[src/rtl/blackjack_pkg.sv]
// Shared definitions for the blackjack deck datapath: card word layout,
// rank constants, deck geometry and the dealer state encoding.
package blackjack_pkg;

   localparam int DECK_SIZE      = 52;

   // Card word layout: {valid, suit[1:0], rank[3:0]}
   localparam int CARD_VALID_BIT = 6;
   localparam int RANK_MSB       = 3;
   localparam int RANK_LSB       = 0;

   localparam logic [3:0] RANK_ACE  = 4'd1;
   localparam logic [3:0] RANK_TEN  = 4'd10;
   localparam logic [3:0] RANK_KING = 4'd13;

   typedef enum logic [1:0] {
      ST_WAIT_LOAD,
      ST_IDLE,
      ST_READ,
      ST_CAPTURE
   } dealer_state_e;

endpackage

[src/rtl/card_value_decode.sv]
// Combinational blackjack value decode of one card word.
// Malformed words (loader flag clear, rank 0 or rank above king) report
// value 0 and are flagged bad; face cards count 10, aces count 1.
module card_value_decode
   import blackjack_pkg::*;
(
   input  logic       card_flag,
   input  logic [3:0] rank,
   output logic [3:0] value,
   output logic       is_ace,
   output logic       bad
);

   // Rank to value mapping with malformed-word detection
   always_comb begin
      value  = 4'd0;
      is_ace = 1'b0;
      bad    = 1'b0;
      if (!card_flag || (rank == 4'd0) || (rank > RANK_KING)) begin
         bad = 1'b1;
      end else if (rank == RANK_ACE) begin
         value  = 4'd1;
         is_ace = 1'b1;
      end else if (rank <= RANK_TEN) begin
         value = rank;
      end else begin
         value = RANK_TEN;
      end
   end

endmodule

[src/rtl/card_dealer.sv]
// Deck RAM read-side dealer: fetches one card per accepted request,
// decodes its blackjack value and pulses card_valid, while tracking the
// deck pointer, remaining cards, cut-card threshold and exhaustion.
module card_dealer
   import blackjack_pkg::*;
#(
   parameter int DECK_SIZE = blackjack_pkg::DECK_SIZE,
   parameter int ADDR_W    = 6,
   parameter int CARD_W    = 7,
   parameter int CUT_MARK  = 40
) (
   input  logic              clk,
   input  logic              rst,
   input  logic              load_done,
   input  logic              restart,
   input  logic              deal_req,
   output logic              deal_ready,
   output logic [ADDR_W-1:0] deck_addr,
   output logic              deck_ren,
   input  logic [CARD_W-1:0] deck_data_out,
   output logic              card_valid,
   output logic [CARD_W-1:0] card,
   output logic [3:0]        card_value,
   output logic              card_is_ace,
   output logic              card_bad,
   output logic [ADDR_W-1:0] cards_left,
   output logic              deck_empty,
   output logic              reshuffle_due
);

   dealer_state_e     state_q, state_d;
   logic              load_done_q;
   logic              load_rise;
   logic [ADDR_W-1:0] ptr;
   logic [ADDR_W-1:0] dealt;
   logic [CARD_W-1:0] raw_p0;
   logic              vld_p0;
   logic [3:0]        dec_value;
   logic              dec_ace;
   logic              dec_bad;

   // load_done_q starts at 0, so a level held through reset reads as a new edge
   assign load_rise  = load_done && !load_done_q;
   assign deck_addr  = ptr;
   assign deck_empty = (state_q != ST_WAIT_LOAD) && (cards_left == '0);

   // Edge detector history for load_done; keeps tracking across restart
   always_ff @(posedge clk or posedge rst) begin
      if (rst) load_done_q <= 1'b0;
      else     load_done_q <= load_done;
   end

   // Dealer state register
   always_ff @(posedge clk or posedge rst) begin
      if (rst) state_q <= ST_WAIT_LOAD;
      else     state_q <= state_d;
   end

   // Next-state and handshake outputs; restart overrides everything
   always_comb begin
      state_d    = state_q;
      deal_ready = 1'b0;
      deck_ren   = 1'b0;
      case (state_q)
         ST_WAIT_LOAD: begin
            if (load_rise) state_d = ST_IDLE;
         end
         ST_IDLE: begin
            deal_ready = (cards_left != '0);
            if (deal_req && deal_ready) state_d = ST_READ;
         end
         ST_READ: begin
            deck_ren = 1'b1;
            state_d  = ST_CAPTURE;
         end
         ST_CAPTURE: begin
            state_d = ST_IDLE;
         end
         default: state_d = ST_WAIT_LOAD;
      endcase
      if (restart) state_d = ST_WAIT_LOAD;
   end

   // Deck pointer and counters; they advance once per captured card
   always_ff @(posedge clk or posedge rst) begin
      if (rst) begin
         ptr        <= '0;
         dealt      <= '0;
         cards_left <= '0;
      end else if (restart) begin
         ptr        <= '0;
         dealt      <= '0;
         cards_left <= '0;
      end else if ((state_q == ST_WAIT_LOAD) && load_rise) begin
         ptr        <= '0;
         dealt      <= '0;
         cards_left <= ADDR_W'(DECK_SIZE);
      end else if (state_q == ST_CAPTURE) begin
         ptr        <= ptr + ADDR_W'(1);
         dealt      <= dealt + ADDR_W'(1);
         cards_left <= cards_left - ADDR_W'(1);
      end
   end

   // Sticky cut-card flag, cleared only by restart or reset
   always_ff @(posedge clk or posedge rst) begin
      if (rst)                                reshuffle_due <= 1'b0;
      else if (restart)                       reshuffle_due <= 1'b0;
      else if (dealt >= ADDR_W'(CUT_MARK))    reshuffle_due <= 1'b1;
   end

   // ---- stage p0: RAM read data latched at the end of CAPTURE ----
   // Raw card word capture (data only, no reset needed)
   always_ff @(posedge clk) begin
      if (state_q == ST_CAPTURE) raw_p0 <= deck_data_out;
   end

   card_value_decode u_decode (
      .card_flag (raw_p0[CARD_VALID_BIT]),
      .rank      (raw_p0[RANK_MSB:RANK_LSB]),
      .value     (dec_value),
      .is_ace    (dec_ace),
      .bad       (dec_bad)
   );

   // ---- stage p1: decoded card presented with a one-cycle valid pulse ----
   // Capture valid tracking and held card outputs; restart kills in-flight cards
   always_ff @(posedge clk or posedge rst) begin
      if (rst) begin
         vld_p0      <= 1'b0;
         card_valid  <= 1'b0;
         card_bad    <= 1'b0;
         card        <= '0;
         card_value  <= 4'd0;
         card_is_ace <= 1'b0;
      end else begin
         vld_p0     <= (state_q == ST_CAPTURE) && !restart;
         card_valid <= vld_p0 && !restart;
         card_bad   <= vld_p0 && !restart && dec_bad;
         if (vld_p0 && !restart) begin
            card        <= raw_p0;
            card_value  <= dec_value;
            card_is_ace <= dec_ace;
         end
      end
   end

endmodule
[config.mk]
export PLATFORM = sky130hd
export DESIGN_NAME = card_dealer
export DESIGN_NICKNAME = d
export VERILOG_FILES = /design/src/rtl/blackjack_pkg.sv /design/src/rtl/card_value_decode.sv /design/src/rtl/card_dealer.sv
export SDC_FILE = /design/constraint.sdc
export NUM_CORES = 1
export LEC_CHECK = 0
export ABC_AREA = 1
export CORE_MARGIN = 4
export CORE_UTILIZATION = 25
export DETAILED_ROUTE_END_ITERATION = 6
export DONT_BUFFER_PORTS = 1
export PLACE_DENSITY = 0.41
export RECOVER_POWER = 100
export SYNTH_ARGS = -nofsm -noshare
export SYNTH_HDL_FRONTEND = slang
export SYNTH_SLANG_ARGS = --single-unit
[constraint.sdc]
create_clock -name clk -period 2.95 [get_ports clk]
set_input_delay 0.59 -clock clk [delete_from_list [all_inputs] [get_ports clk]]
set_output_delay 0.59 -clock clk [all_outputs]
set_load 0.01 [all_outputs]
Word level (Yosys, flattened, before mapping). Cells that the tools add are included.

Flip-flop bits (word level): 44. Input bits: 12. Output and inout port bits: 30. Word-level logic and storage cells: 68.

Add/sub/neg operators: 3. Order comparisons: 3. Eq/ne operators: 6. Multiplexer cells: 23. Reduce and logical (&&, ||, !) cells: 20.

Operator list (count): two-way mux 6 bit (9); adder 6 x 1 -> 6 bit, second input constant (2); two-way mux 4 bit (3); case mux 2 bit (4 select lines) (1); logical AND 1 bit (7); two-way mux 1 bit (7); greater-or-equal comparator 6 bit, second input constant (1); logical NOT 6 bit (1); two-way mux 2 bit (3); != test 3 bit, second input constant (2); nonzero test 6 bit (1); subtractor 6 x 1 -> 6 bit, second input constant (1); == test 2 bit, second input constant (2); == test 4 x 1 -> 1 bit, second input constant (1); greater-than comparator 4 bit, second input constant (1); less-or-equal comparator 4 bit, second input constant (1); logical NOT 4 bit (1); nonzero test 2 bit (2); logical NOT 1 bit (3); nonzero test 3 bit (1); == test 2 x 1 -> 1 bit, second input constant (1); logical NOT 2 bit (1); logical OR 1 bit (2); AND reduction 2 bit (1).

Longest topological paths before layout.
Word-level depth: 5. Mapped depth: 8. Depth with buffers taken out: 8.

Modules after synthesis. From an unflattened synthesis, not the netlist that was laid out.

Cell total of the unflattened synthesis: 230. Area, all modules: 2063.2 um^2.

By module, submodules not included: card_dealer (times used 1, cells each 211, area each 1975.6 um^2, sequential area each 1136.1 um^2); card_value_decode (times used 1, cells each 19, area each 87.6 um^2, sequential area each 0.0 um^2).

Worst setup path after synthesis. Ideal clock, no wire load.

Path type: register -> output. Start point: register cards_left[0]. End point: output deck_empty. Arrival time: 995 ps. Data required time: 2360 ps. Slack: 1365 ps. Cell stages (with the launch flop): 5. Path buffers: 0. Cell sequence: dfrtp_1 -> inv_1 -> ha_1 -> nand3_1 -> nor2_1.

Longest elaborated chain between the ends: 2.

RTL lines: start: declaration (line card_dealer.sv:26) `output logic [ADDR_W-1:0] cards_left,`; start signal: assignment (line card_dealer.sv:97) `cards_left <= ADDR_W'(DECK_SIZE);`; start signal: assignment (line card_dealer.sv:101) `cards_left <= cards_left - ADDR_W'(1);`; logical NOT 6 bit (line card_dealer.sv:45) `assign deck_empty = (state_q != ST_WAIT_LOAD) && (cards_left == '0);`; logical AND 1 bit (line card_dealer.sv:45); end: declaration (line card_dealer.sv:27) `output logic deck_empty,`.

Every way passes these cells.

Final worst setup path.
Start point: register state_q[0]. End point: register cards_left[4].

Longest elaborated chain between the ends: 4.

RTL lines: start: declaration (line card_dealer.sv:31) `dealer_state_e state_q, state_d;`; start signal: assignment (line card_dealer.sv:56) `else state_q <= state_d;`; logical NOT 2 bit (line card_dealer.sv:94) `end else if ((state_q == ST_WAIT_LOAD) && load_rise) begin`; logical AND 1 bit (line card_dealer.sv:94); two-way mux 6 bit (line card_dealer.sv:94); two-way mux 6 bit (line card_dealer.sv:90) `end else if (restart) begin`.

Several ways; a longest one is shown, not always the timed one. A chain may end at the register's enable or synchronous reset.

==> flow_summary.toml <==
[floorplan]
count_of_boundary_i_o_pins = 42
fp.dieW_microns = 98.35
dieHeight_microns = 98.35
design.die.area_sq_um = 9673
core_area_sq_um = 7848
rows = 32
starting_density_pct = 26.00

[critical_path]
cp_data_arrival_time_ps = 2510
worstSetupStartpointType = "register"
critPathRequiredTime_ps = 3160
critPathLaunch = "state_q[0]"
end_kind = "register"
ff2ff_path_depth = 7
critical_path.reg2reg.startpoint = "state_q[0]"
crit_path_max_fanout = 13
timing.setup.critical_path_class = "register to register"

[clock_network]
number_of_post_cts_setup_repair_buffers = 0
clock_tree.buffer_depth = 2
tritoncts = "done"
clock_sink_count = 44
worst_skew_pair.late_latency_ps = 300
holdBufCountCts = 0
cts-buffers-inserted = 5
cts_max_level = 2
post_cts_resized = 0
worst_setup_hold_path_clk_slew_ps = 90
cts_root_buffer = "sky130_fd_sc_hd__clkbuf_8"

[pwr]
p_sw_mw = 0.6308
ir_worst_vdd_uv = 275.4
report.power.total_mw = 1.795
internal_power_mw = 1.164
power.sequential.fraction_pct = 50.6
clkPwrFrac_pct = 27.4
comb_power_share_pct = 22.0
power.leakage_nw = 1.080
power_switching_share_pct = 35.15
cellPowerDensity_nw_per_um2 = 795.0

[job]
maxCapViolCount = 0

[synth]
synth_cell_type_count = 29
synth.yosys.seq_area_share_pct = 55.67
synth.top_cells.by_area = "sky130_fd_sc_hd__dfrtp_1 45%, sky130_fd_sc_hd__nand2_1 10%, sky130_fd_sc_hd__edfxtp_1 10%"
postSynthCellCount = 215
yosysWarningCount = 0
postSynthAreaPerCell_sq_um = 9.492
synth_nets = 237
synth-seq-cells = 44
synthDominantAreaCellType = "sky130_fd_sc_hd__dfrtp_1"
top_cell_type_s_share_of_synthesized_area_pct = 45.37
mappedNetlistArea_sq_um = 2041

[routing]
routed-via-count = 1376
initial_drt_markers = 35
wl_per_cell_microns = 14.16
vias_per_inst = 4.234
route.antenna.remaining_nets = 0
remaining_drc_errors = 0
dr.pass1.iters = 4
wl_mm = 4.602

[sta]
timing.final.crit_period_ps = 2296
finalClockSkew_ps = 8.460
timing.max_slew.rel_slack_pct = 40.40
finalSetupTns_ps = 0
timing_worst_slew_pin_value_ps = 890.8
final_max_slew_viol_count = 0
fmax_ghz = 0.4355
grt_setup_unrepaired = "no"
fraction_of_the_cycle_the_final_worst_path_needs_pct = 77.84
final_hold_viol_count = 0
setup_viol_count_final = 0

[global_route]
grt_antenna_before_repair = 0
grt.total_usage_pct = 10.18
globalRouteOverflowTotal = 0
pin_count_of_the_biggest_net_entering_global_routing = 17
grt_pass1_wl_mm = 7.707
first_global_vias = 1476
grt_util_met2_pct = 16.48
global_route.usage.met1_pct = 12.35
busiest_layer = "met2"
grt_util_met3_pct = 5.071

[finish]
final_nets = 244
diodes = 0
layout-drive-gt1-share_pct = 5.830
growth_of_design_area_from_synthesis_to_finish_pct = 10.61

[run_status]
run_status = "complete, no violations"

[place]
buffer_ports.inserted = 0
hpwlAfterDp_mm = 3.404
gpl_wtd_cong = 0.7646

[hold_path]
hold_wc_path_type = "primary input to async pin"
-- worst max-delay path, cell delays in order, from the launching register on --
cell	delay, ps
sky130_fd_sc_hd__dfrtp_1	430
sky130_fd_sc_hd__inv_1	80
sky130_fd_sc_hd__ha_1	260
sky130_fd_sc_hd__nand3_4	170
sky130_fd_sc_hd__nand2_1	140
sky130_fd_sc_hd__nor2_1	710
sky130_fd_sc_hd__inv_1	210
sky130_fd_sc_hd__o21ai_0	210
-- layout by cell type (no fill, tap or decap), types with 6 or more instances in the layout --
cell                       synthesis  final
sky130_fd_sc_hd__clkbuf_8          0      6
sky130_fd_sc_hd__inv_1            22     24
sky130_fd_sc_hd__nor2_1           15     16
sky130_fd_sc_hd__ha_1             10     10
sky130_fd_sc_hd__dfrtp_1          37     37
sky130_fd_sc_hd__nand4_1           6      6
sky130_fd_sc_hd__nand2_1          57     59
sky130_fd_sc_hd__o21ai_0          14     15
sky130_fd_sc_hd__edfxtp_1          7      7
sky130_fd_sc_hd__nand3_1          16     16
-- registers in the layout, summed over array words and instances (netlist names) --
signal	count
vld_p0	1
dealt	6
reshuffle_due	1
card_valid	1
card_bad	1
card_value	4
deck_addr	6
card_is_ace	1
raw_p0	7
load_done_q	1
cards_left	6
card	7
state_q	2
-- routing by layer --
| metal | up-vias | part of all wire, % | wire [microns] |
|---|---|---|---|
| met2 | 38 | 47 | 2170 |
| met4 | 0 | 0.48 | 22 |
| met1 | 626 | 44 | 2042 |
| met3 | 2 | 8.0 | 366 |
| met5 | - | 0 | 0 |
| li1 | 710 | - | - |
-- cell families (layout without fill, tap and decap cells) --
logic type | Yosys count | in the layout | share of synthesized area, %
DFF | 44 | 44 | 55.67
buffers and inverters | 27 | 35 | 5.334
xor gates and xnor gates | 7 | 7 | 3.004
and+or+nand+nor | 102 | 102 | 22.81
AOI/OAI and AO/OA | 25 | 25 | 7.051
adders and majority gates | 10 | 10 | 6.131
-- cell usage after synthesis --
| library cell | n |
|---|---|
| sky130_fd_sc_hd__ha_1 | 10 |
| sky130_fd_sc_hd__xnor2_1 | 3 |
| sky130_fd_sc_hd__nand3b_1 | 1 |
| sky130_fd_sc_hd__nand2_4 | 2 |
| sky130_fd_sc_hd__nand2_2 | 1 |
| sky130_fd_sc_hd__inv_4 | 1 |
| sky130_fd_sc_hd__nand2_1 | 57 |
| sky130_fd_sc_hd__o22ai_1 | 1 |
| sky130_fd_sc_hd__nand3_1 | 16 |
| sky130_fd_sc_hd__xor2_1 | 4 |
| sky130_fd_sc_hd__o21ai_0 | 14 |
| sky130_fd_sc_hd__a21oi_1 | 3 |
| sky130_fd_sc_hd__a31oi_1 | 2 |
| sky130_fd_sc_hd__a22oi_1 | 1 |
| sky130_fd_sc_hd__dfrtp_1 | 37 |
| sky130_fd_sc_hd__o21ai_2 | 2 |
| sky130_fd_sc_hd__a22o_2 | 1 |
| sky130_fd_sc_hd__nor2_1 | 15 |
| sky130_fd_sc_hd__nor3b_1 | 1 |
| sky130_fd_sc_hd__buf_4 | 1 |
| sky130_fd_sc_hd__nand4_1 | 6 |
| sky130_fd_sc_hd__o21ai_1 | 1 |
| sky130_fd_sc_hd__nor2_4 | 1 |
| sky130_fd_sc_hd__inv_2 | 2 |
| sky130_fd_sc_hd__inv_1 | 22 |
| sky130_fd_sc_hd__edfxtp_1 | 7 |
| sky130_fd_sc_hd__nor3_1 | 1 |
| sky130_fd_sc_hd__buf_2 | 1 |
| sky130_fd_sc_hd__nand3_4 | 1 |
-- metrics by stage --
step	util, %	setup WS (ps)	hold slack (ps)	area [sq um]	cells
after CTS	29.21	863.2	275.8	2292	325
after global placement	27.66	1185	430.7	2171	317
after detailed placement	27.66	1168	432.9	2171	317
after global routing	28.76	372.2	284.5	2257	325
final	28.76	653.8	246.2	2257	325
after floorplan	-	1365	418.4	2041	215
-- path summary, 6_finish.rpt --
check                                end  slack, ps
setup / recovery           cards_left[4]        650
hold / removal                   card[2]        250
setup reg to reg           cards_left[4]        650
hold reg to reg                  card[5]        450
max in group asynchronous   deck_addr[2]       1640
min in group clk             load_done_q        320
-- power by group through the flow --
| stage | clock, mW | sequential [mW] | combinational [mW] |
|---|---|---|---|
| global placement | 0 | 0.927 | 0.420 |
| detailed placement | 0 | 0.928 | 0.413 |
| CTS | 0.511 | 0.916 | 0.415 |
| finish | 0.492 | 0.907 | 0.395 |
| floorplan | 0 | 0.886 | 0.342 |
| global route | 0.542 | 0.932 | 0.469 |
-- area by class of cell --
cell class	count	area [sq um]
multi-input combinational	144	769.5
timing repair buffer	2	7.507
clock inverter	2	38.79
fill	861	5590
inverter	25	95.09
tap	102	127.6
clock buffer	6	82.58
sequential	44	1136
No activity file was read; power rests on OpenSTA's default activity.
